===== src/rtl/icache_loader.sv =====
// rtl/icache_loader.sv - program-load controller and fetch sequencer for the instruction cache
// Loads a length-prefixed little-endian halfword stream into the icache, then releases the CPU.
module icache_loader #(
    parameter int DEPTH   = 1000,
    parameter int ADDR_W  = 10,
    parameter int TIMEOUT = 50000
) (
    input  logic              clk,
    input  logic              rst_n,
    input  logic              start,
    input  logic              rx_valid,
    input  logic [7:0]        rx_data,
    output logic              rx_ready,
    output logic              cache_write,
    output logic [ADDR_W-1:0] cache_windex,
    output logic [15:0]       cache_wdata,
    input  logic              cpu_fetch_en,
    input  logic [31:0]       cpu_index,
    output logic              cache_not_enable,
    output logic [31:0]       cache_index,
    output logic              busy,
    output logic              cpu_run,
    output logic              error
);

    localparam int TIMER_W = $clog2(TIMEOUT + 1);

    typedef enum logic [2:0] {
        IDLE, LEN_LO, LEN_HI, DATA_LO, DATA_HI, WRITE, DONE, ERROR
    } state_t;

    state_t              state, state_n;
    logic [15:0]         len_q, len_n;
    logic [7:0]          lo_q, lo_n;
    logic [ADDR_W-1:0]   index_q, index_n;
    logic [ADDR_W-1:0]   windex_q, windex_n;
    logic [15:0]         wdata_q, wdata_n;
    logic [TIMER_W-1:0]  timer_q, timer_n;
    logic                xfer;
    logic [15:0]         len_full;

    assign xfer         = rx_valid & rx_ready;
    assign len_full     = {rx_data, len_q[7:0]};
    assign cache_windex = windex_q;
    assign cache_wdata  = wdata_q;

    // Loading and fetching never overlap: the cache is only enabled once a program is resident.
    assign cache_index      = cpu_index;
    assign cache_not_enable = ~(cpu_run & cpu_fetch_en);

    always_comb begin
        state_n  = state;
        len_n    = len_q;
        lo_n     = lo_q;
        index_n  = index_q;
        windex_n = windex_q;
        wdata_n  = wdata_q;
        timer_n  = timer_q;

        case (state)
            IDLE, DONE, ERROR: begin
                if (start) begin
                    state_n = LEN_LO;
                    index_n = '0;
                    timer_n = '0;
                end
            end
            LEN_LO: begin
                if (xfer) begin
                    len_n   = {len_q[15:8], rx_data};
                    state_n = LEN_HI;
                end
            end
            LEN_HI: begin
                if (xfer) begin
                    len_n = len_full;
                    if (len_full == 16'd0)
                        state_n = DONE;
                    else if (len_full > 16'(DEPTH))
                        state_n = ERROR;
                    else
                        state_n = DATA_LO;
                end
            end
            DATA_LO: begin
                if (xfer) begin
                    lo_n    = rx_data;
                    state_n = DATA_HI;
                end
            end
            DATA_HI: begin
                if (xfer) begin
                    windex_n = index_q;
                    wdata_n  = {rx_data, lo_q};
                    state_n  = WRITE;
                end
            end
            WRITE: begin
                index_n = index_q + ADDR_W'(1);
                if (16'(index_q) + 16'd1 == len_q)
                    state_n = DONE;
                else
                    state_n = DATA_LO;
            end
            default: state_n = IDLE;
        endcase

        // A transfer in the same cycle as the timeout wins; the counter only runs while waiting on the host.
        if (rx_ready) begin
            if (xfer)
                timer_n = '0;
            else if (timer_q == TIMER_W'(TIMEOUT - 1)) begin
                timer_n = '0;
                state_n = ERROR;
            end else
                timer_n = timer_q + TIMER_W'(1);
        end
    end

    always_ff @(posedge clk or negedge rst_n) begin
        if (!rst_n) begin
            state       <= IDLE;
            len_q       <= '0;
            lo_q        <= '0;
            index_q     <= '0;
            windex_q    <= '0;
            wdata_q     <= '0;
            timer_q     <= '0;
            rx_ready    <= 1'b0;
            busy        <= 1'b0;
            cache_write <= 1'b0;
            cpu_run     <= 1'b0;
            error       <= 1'b0;
        end else begin
            state       <= state_n;
            len_q       <= len_n;
            lo_q        <= lo_n;
            index_q     <= index_n;
            windex_q    <= windex_n;
            wdata_q     <= wdata_n;
            timer_q     <= timer_n;
            rx_ready    <= state_n inside {LEN_LO, LEN_HI, DATA_LO, DATA_HI};
            busy        <= state_n inside {LEN_LO, LEN_HI, DATA_LO, DATA_HI, WRITE};
            cache_write <= (state_n == WRITE);
            cpu_run     <= (state_n == DONE);
            error       <= (state_n == ERROR);
        end
    end

endmodule

===== config.mk =====
export PLATFORM = sky130hd
export DESIGN_NAME = icache_loader
export DESIGN_NICKNAME = d
export VERILOG_FILES = /design/src/rtl/icache_loader.sv
export SDC_FILE = /design/constraint.sdc
export NUM_CORES = 1
export LEC_CHECK = 0
export ABC_CLOCK_PERIOD_IN_PS = 2800
export CORE_ASPECT_RATIO = 0.9
export CORE_MARGIN = 1
export CORE_UTILIZATION = 45
export CTS_BUF_LIST = sky130_fd_sc_hd__clkbuf_8
export DETAILED_ROUTE_END_ITERATION = 8
export DONT_BUFFER_PORTS = 1
export PLACE_DENSITY = 0.58
export SLEW_MARGIN = 20
export SYNTH_ARGS = -nofsm -noshare
export SYNTH_HDL_FRONTEND = slang
export SYNTH_SLANG_ARGS = --single-unit

===== constraint.sdc =====
create_clock -name clk -period 2.8 [get_ports clk]
set_input_delay 0.14 -clock clk [delete_from_list [all_inputs] [get_ports clk]]
set_output_delay 0.14 -clock clk [all_outputs]
set_load 0.01 [all_outputs]

After elaboration in Yosys (flattened, before gate mapping):

Cells that the tools add are included.

* $add $sub $neg: 3
* $lt $le $gt $ge: 1
* equal/unequal tests: 17
* muxes and demuxes: 22
* bitwise operators: 5
* reductions and logical operators: 14

Operator list (count)
* $mux W16: 6
* $mux W3: 11
* $pmux W16 S2: 1
* $eq A3 B3 Y1 const B: 8
* $pmux W10 S2: 1
* $pmux W3 S6: 1
* $add A16 B1 Y16 const B: 1
* $eq A11 B16 Y1: 1
* $eq A16 B16 Y1 const B: 1
* $gt A16 B10 Y1 const B: 1
* $logic_not A16 Y1: 1
* $eq A3 B2 Y1 const B: 4
* $add A10 B1 Y11 const B: 1
* $add A10 B1 Y10 const B: 1
* $mux W10: 1
* $mux W8: 1
* $reduce_and A2 Y1: 4
* $eq A3 B1 Y1 const B: 2
* $reduce_and A3 Y1: 2
* $reduce_bool A2 Y1: 3
* $reduce_bool A5 Y1: 1
* $reduce_bool A4 Y1: 1
* $logic_not A3 Y1: 1
* $not A1 Y1: 3
* 3 further kinds: 4

* bits in registers: 84
* input bits: 45
* output and inout port bits: 64
* logic and storage cells: 75

Logic depth before layout (Yosys ltp):

Gate-level depths: netlist of the first run.

* word-level depth: 10
* mapped depth: 8
* depth with buffers taken out: 7

Worst setup path before layout of the first run:

OpenSTA, ideal clock, no wires.

* path kind: flip-flop to flip-flop
* from: reg index_q[0]
* to: reg busy
* library setup time: 0.124 ns
* arrival: 2.217 ns
* data required time: 2.676 ns
* setup slack: 0.459 ns
* cell stages (with the launch flop): 8
* buffers on the path: 0
* clock period less this slack: 2.341 ns
* path through: dfrtp_1 -> ha_1 -> xor2_1 -> or4_1 -> a2111o_1 -> a2111oi_4 -> and3_1 -> o21bai_1

* longest elaborated chain between the ends: 9
* elaborated cells on any way between the ends: 13
* those cells by class: 1 x add/sub; 6 x eq/ne; 5 x mux; 1 x reduce/logical

Ends and longest elaborated chain
* start, declared: RTL line 35 `logic [ADDR_W-1:0] index_q, index_n;`
* start signal, assigned: RTL line 138 `index_q <= index_n;`
* $add A10 B1 Y11 *: RTL line 100 `if (16'(index_q) + 16'd1 == len_q)`
* $eq A11 B16 Y1 *: RTL line 100
* $mux W3 *: RTL line 100
* $pmux W3 S6 *: RTL line 60 `case (state)`
* $mux W3: RTL line 112 `else if (timer_q == TIMER_W'(TIMEOUT - 1)) begin`
* $mux W3: RTL line 110 `if (xfer)`
* $mux W3 *: RTL line 109 `if (rx_ready) begin`
* $eq A3 B1 Y1 (tied with other cells): RTL line 143 `busy <= state_n inside {LEN_LO, LEN_HI, DATA_LO, DATA_HI, WRITE};`
* $reduce_bool A5 Y1 *: RTL line 143
* end signal, assigned: RTL line 143
* end, declared: RTL line 21 `output logic busy,`

Mark *: on every way between the ends. The rest lies on a longest branch, timed or not.
A chain may end at the register's enable or synchronous reset.

Worst setup path after layout of the first run:

* from: reg len_q[11]
* to: reg busy

* longest elaborated chain between the ends: 8
* elaborated cells on any way between the ends: 12
* those cells by class: 6 x eq/ne; 5 x mux; 1 x reduce/logical

Ends and longest elaborated chain
* start, declared: RTL line 33 `logic [15:0] len_q, len_n;`
* start signal, assigned: RTL line 136 `len_q <= len_n;`
* $eq A11 B16 Y1 *: RTL line 100
* $mux W3 *: RTL line 100
* $pmux W3 S6 *: RTL line 60
* $mux W3: RTL line 112
* $mux W3: RTL line 110
* $mux W3 *: RTL line 109
* $eq A3 B1 Y1 (tied with other cells): RTL line 143
* $reduce_bool A5 Y1 *: RTL line 143

Marks and branches as above.

==> impl_metrics.ini, run 1 <==
[run_status]
outcome = complete, no violations

[cts]
clk_pin_slew_ns = 0.09
cts_max_level = 3
clkLatencyLatePin_ns = 0.36
cts_tree = built
numCtsBuffers = 9
postCtsSetupBuffers = 0
cts_buffer_depth = 2
root_buffer = clkbuf_8
cts_sinks = 84

[hold_path]
hold_start = rx_valid
min_path_cells = 3
hold_path.class = input pin to register

[worst_setup_path]
startpoint = len_q[11]
cp_data_required_time_ns = 3.04
r2r_cells = 6
crit_chain = or4_1 -> or4_1 -> a2111o_1 -> a2111oi_4 -> and3_1 -> o21bai_1
critical_path_buf_inv_count = 0
cp.arrival_ns = 2.76
critPathMaxStageDelay_ns = 0.54
crit_family = simple AND/OR/NAND/NOR gates
critPathMostFrequentCell = or4_1
crit_slowest_cell = or4_1
cp-start-kind = register
critPathMaxFanout = 3
path_depth = 6
reg2reg_from = len_q[11]
criticalPathCategory = register to register
end_kind = register

[synthesis]
synth_cell_types = 62
synth_edf_count = 0
synth_nets = 471
async_flop_share = 1.00
synth_area_leader_cell = dfrtp_1
synth_seq_cells = 84
synth_top_area_share = 0.477
synthCells = 424
synth_flop_cell = dfrtp_1
synthesis.area_sq_um = 4400
ys_top_cells_by_count = 84 x dfrtp_1, 43 x nand2_1, 32 x buf_4
synth_area_leaders = dfrtp_1 48%, mux2_1 5.9%, buf_4 5.5%
seq_area_frac_synth = 0.477
syn_avg_cell_area_sq_um = 10.4
synth.most_common_cell = dfrtp_1
yosysWarnings = 0

[routing]
via_per_inst = 5.66
firstDrtPassIters = 5
remaining_drc_errors = 0
antenna_left = 0
dr_total_vias = 2991
wl_microns = 9270
routedWlPerCell_microns = 17.5
drt_iter0_markers = 127

[finish]
fin_nets = 448
drive_gt1_frac = 0.123
regArea_sq_um = 2100
area_growth_pct = 3.30
diodes = 0
multi_input_area_sq_um = 1930
fillers = 859

[placement]
place_ws_ns = 0.298
place.gp.congestion = 0.823
dp_hpwl_microns = 6140
numPortBuffers = 0

[grt]
grt_max_degree = 85
met2_usage = 0.299
grt_overflow = 0
grt_use_total = 0.196
use_met3 = 0.0616
grt_use_met1 = 0.262
antenna_found_initial = 0
grt_pass1_wl_microns = 15400
grt_pass1_vias = 2972
busiest_layer = met2

[pwr]
ir_worst_vdd_v = 0.000446
p_leak_nw = 1.96
fin_total_pwr_w = 0.00385
power_density_nw_per_um2 = 846

[sta]
setup_slack_ns = 0.277
max_freq_mhz = 396
relSlewSlack = 0.463
clock_skew_ns = 0.00934
setup_viol = 0
worst_pin_slew_ns = 0.803
fin_crit_sh = 0.901
slew_violations = 0
finalHoldViolations = 0
setup_tns_ns = 0
period_needed_ns = 2.52
rsz0062_at_grt = no

[job]
drv_cap = 0

[floorplanning]
die_h_microns = 95.8
row_count = 33
start_util = 0.474
die_w_microns = 106
dieArea_sq_um = 10200
core_sq_um = 9290
io_pins = 109
## cells in the final DEF (no fill, tap or decap), types with 3 or more instances in the layout
master	count
dfrtp_1	84
nand2_1	43
nor2_1	31
o21ai_1	28
mux2_1	23
mux2_2	18
xnor2_1	14
nand3_1	13
o21ai_0	9
clkbuf_8	9
dlygate4sd3_1	9
a21oi_1	8
nand4_1	7
nand2b_1	6
nor3_1	6
buf_4	6
xor2_1	5
nor4_1	5
and3_1	5
or4_1	4
inv_1	4
a31oi_1	4
nor3b_1	4
o211ai_1	3
a22o_1	3
o31ai_1	3
inv_6	3
## worst reg2reg max path, delay by kind of cell, from the launching register on
kind               cells  cell delay [ns]
DFF                    1             0.38
and+or+nand+nor        3             1.32
AOI/OAI and AO/OA      3             0.72
## cell families (layout without fill, tap and decap cells)
logic type,count (synthesis),count (layout),synth area share
and+or+nand+nor,146,146,0.172
muxes,42,42,0.107
xor gates and xnor gates,19,19,0.0378
DFF,84,84,0.477
adders and majority gates,2,2,0.00568
AOI/OAI and AO/OA,77,77,0.113
buffers and inverters,54,36,0.0867
## power by group
group | total, W | switching, W | internal, W
combinational | 0.00107 | 0.000570 | 0.000495
sequential | 0.00194 | 0.000392 | 0.00155
clock | 0.000841 | 0.000494 | 0.000347
total | 0.00385 | 0.00146 | 0.00239
## flip-flops by register name, indices dropped and copies added, names as in the netlist
register      flops
error             1
cache_windex     10
cache_wdata      16
index_q          10
state             3
timer_q          16
cache_write       1
lo_q              8
len_q            16
rx_ready          1
busy              1
cpu_run           1
## area by class of cell
class,instances,share of cell area
multi-input cells,286,0.423
inverters,4,0.00330
clock buffers,9,0.0272
repair buffers,16,0.0358
well taps,122,0.0336
flip-flops and latches,84,0.462
clock inverters,7,0.0146
## timing repair
action	4_1_cts	5_1_grt
hold endpoints to repair	116	0
resized for setup	0	0
hold buffers	10	0
## final timing paths
| kind | slack (ns) | endpoint |
|---|---|---|
| worst max-delay path | 0.28 | busy |
| worst min-delay path | 0.1 | state[1] |
| worst max register to register | 0.28 | busy |
| worst min register to register | 0.49 | len_q[14] |
| max in group asynchronous | 2.13 | lo_q[5] |
| min in group asynchronous | 0.35 | index_q[2] |
## per-stage QoR
step | hold WS, ns | utilization | std cells | area (sq um)
after floorplan | -0.156 | - | 424 | 4400
after global placement | -0.154 | 0.456 | 502 | 4240
after detailed placement | -0.154 | 0.456 | 502 | 4240
after CTS | 0.0833 | 0.490 | 528 | 4550
after global routing | 0.109 | 0.490 | 528 | 4550
final | 0.0955 | 0.490 | 528 | 4550
## metal layers
metal	vias to the layer above	part of all wire
met5	-	0
met4	0	0.017
met3	24	0.059
met2	67	0.44
met1	1469	0.48
li1	1431	-
No activity file was read; power rests on OpenSTA's default activity.
==> run 2, diff against run 1 <==
--- a/config.mk
+++ b/config.mk
@@ -13,6 +13,7 @@
 export DETAILED_ROUTE_END_ITERATION = 8
 export DONT_BUFFER_PORTS = 1
 export PLACE_DENSITY = 0.58
+export REMOVE_ABC_BUFFERS = 1
 export SLEW_MARGIN = 20
 export SYNTH_ARGS = -nofsm -noshare
 export SYNTH_HDL_FRONTEND = slang
==> run 2 against run 1 <==
  * Final area about the same
  * Hold slack got worse by 0.0051 ns
  * Register-to-register slack got worse by 0.06 ns
  * Critical endpoint unchanged
  * Die area unchanged
  * Non-clock buffer count decreased by 1
  * Critical path depth unchanged
  * Maximum frequency decreased by 2.2%
  * Power increased by 0.59%
  * Worst setup slack got worse by 0.056 ns
  * Clock skew increased by 0.0052 ns
  * Largest power group unchanged
==> impl_metrics.ini, run 2 (synthesis results as in run 1) <==
[run_status]
outcome = complete, no violations

[placement]
detailed_place.area_sq_um = 4230
numPortBuffers = 0
place.gp.congestion = 0.855
dp_hpwl_microns = 6750

[finish]
mostFrequentLayoutCells = 84 x dfrtp_1, 43 x nand2_1, 31 x nor2_1
fillers = 849
area_growth_pct = 3.35
fin_nets = 447
fin_area_sq_um = 4550
diodes = 0
final_common_cell = dfrtp_1
drive_gt1_frac = 0.121

[cts]
numCtsBuffers = 9
clkLatencyLatePin_ns = 0.37
cts_buffer_depth = 2
cts_tree = built
clk_pin_slew_ns = 0.11
cts_resized = 0
cts_max_level = 3
cts_sinks = 84
root_buffer = clkbuf_8

[worst_setup_path]
critPathMostFrequentCell = or4_1
r2r_cells = 6
critical_path_buf_inv_count = 0
critPathMaxFanout = 3
critPathMaxStageDelay_ns = 0.57
crit_chain = or4_1 -> or4_1 -> a2111o_1 -> a2111oi_4 -> and3_1 -> o21bai_1
crit_slowest_cell = or4_1
reg2reg_from = len_q[11]
end_kind = register
cp_data_required_time_ns = 3.06
cp-start-kind = register
cp.arrival_ns = 2.84
path_depth = 6
criticalPathCategory = register to register
crit_family = simple AND/OR/NAND/NOR gates
startpoint = len_q[11]

[pwr]
p_leak_nw = 1.96
power_density_nw_per_um2 = 850
ir_worst_vdd_v = 0.000386

[hold_path]
hold_path.class = input pin to register
min_path_cells = 2
hold_start = rx_valid

[sta]
period_needed_ns = 2.58
fin_crit_sh = 0.921
rsz0062_at_grt = no
finalHoldViolations = 0
setup_viol = 0
max_freq_mhz = 388
worst_pin_slew_ns = 0.859
relSlewSlack = 0.425
clock_skew_ns = 0.0145
slew_violations = 0
setup_tns_ns = 0

[floorplanning]
start_util = 0.474
core_sq_um = 9290
die_w_microns = 106
die_h_microns = 95.8
row_count = 33
dieArea_sq_um = 10200
io_pins = 109

[grt]
antenna_found_initial = 0
grt_use_total = 0.216
grt_overflow = 0
grt_pass1_wl_microns = 16400
grt_max_degree = 85
grt_pass1_vias = 2905

[routing]
drt_iter0_markers = 184
wl_met3_microns = 1050
via_per_inst = 5.74
routedWlPerCell_microns = 19.1
antenna_left = 0
firstDrtPassIters = 4
route.met2.wl_microns = 4090
wl_microns = 10100
remaining_drc_errors = 0
highest_layer = met5
dr_total_vias = 3024
drt-met1-wl_microns = 4790

[job]
drv_cap = 0
## run 2: report_power, final
part	internal, W	total [W]	switching, W	leakage [nW]
Clock	0.000355	0.000875	0.000521	0.103
Combinational	0.000487	0.00105	0.000567	0.753
Sequential	0.00155	0.00194	0.000392	1.10
Total	0.00239	0.00387	0.00148	1.96
## run 2: routing by layer
| layer | global-route usage | vias to the layer above |
|---|---|---|
| met4 | 0.0660 | 2 |
| li1 | - | 1435 |
| met5 | 0.0255 | - |
| met3 | 0.114 | 16 |
| met1 | 0.293 | 1459 |
| met2 | 0.291 | 112 |
## run 2: layout make-up
class	instances	area, sq um	area share
Multi-Input combinational cell	286	1930	0.423
Inverter	4	15.0	0.00330
Clock buffer	9	124	0.0272
Sequential cell	84	2100	0.462
Timing Repair Buffer	15	155	0.0341
Clock inverter	7	76.3	0.0168
Tap cell	122	153	0.0335
## run 2: what timing repair did
item / in CTS / in global routing
hold buffers: 10 / 0
endpoints found under the setup margin: 0 / 0
buffers inserted: 0 / 0
endpoints found under the hold margin: 116 / 0
## run 2: final timing paths
| check | slack [ns] | end |
|---|---|---|
| setup / recovery | 0.22 | busy |
| hold / removal | 0.09 | timer_q[14] |
| setup reg to reg | 0.22 | busy |
| hold reg to reg | 0.49 | timer_q[15] |
| max in group asynchronous | 2.09 | len_q[4] |
| min in group asynchronous | 0.30 | cache_windex[1] |
## run 2: through the flow
step / std cells / utilization / setup WS [ns] / total power, W / hold WS [ns]
global placement: 501 / 0.456 / 0.299 / 0.00294 / -0.153
global route: 527 / 0.490 / 0.134 / 0.00413 / 0.141
finish: 527 / 0.490 / 0.221 / 0.00387 / 0.0904
CTS: 527 / 0.490 / 0.226 / 0.00391 / 0.0823
detailed placement: 501 / 0.456 / 0.252 / 0.00298 / -0.153
floorplan: 374 / - / 0.459 / 0.00267 / -0.156
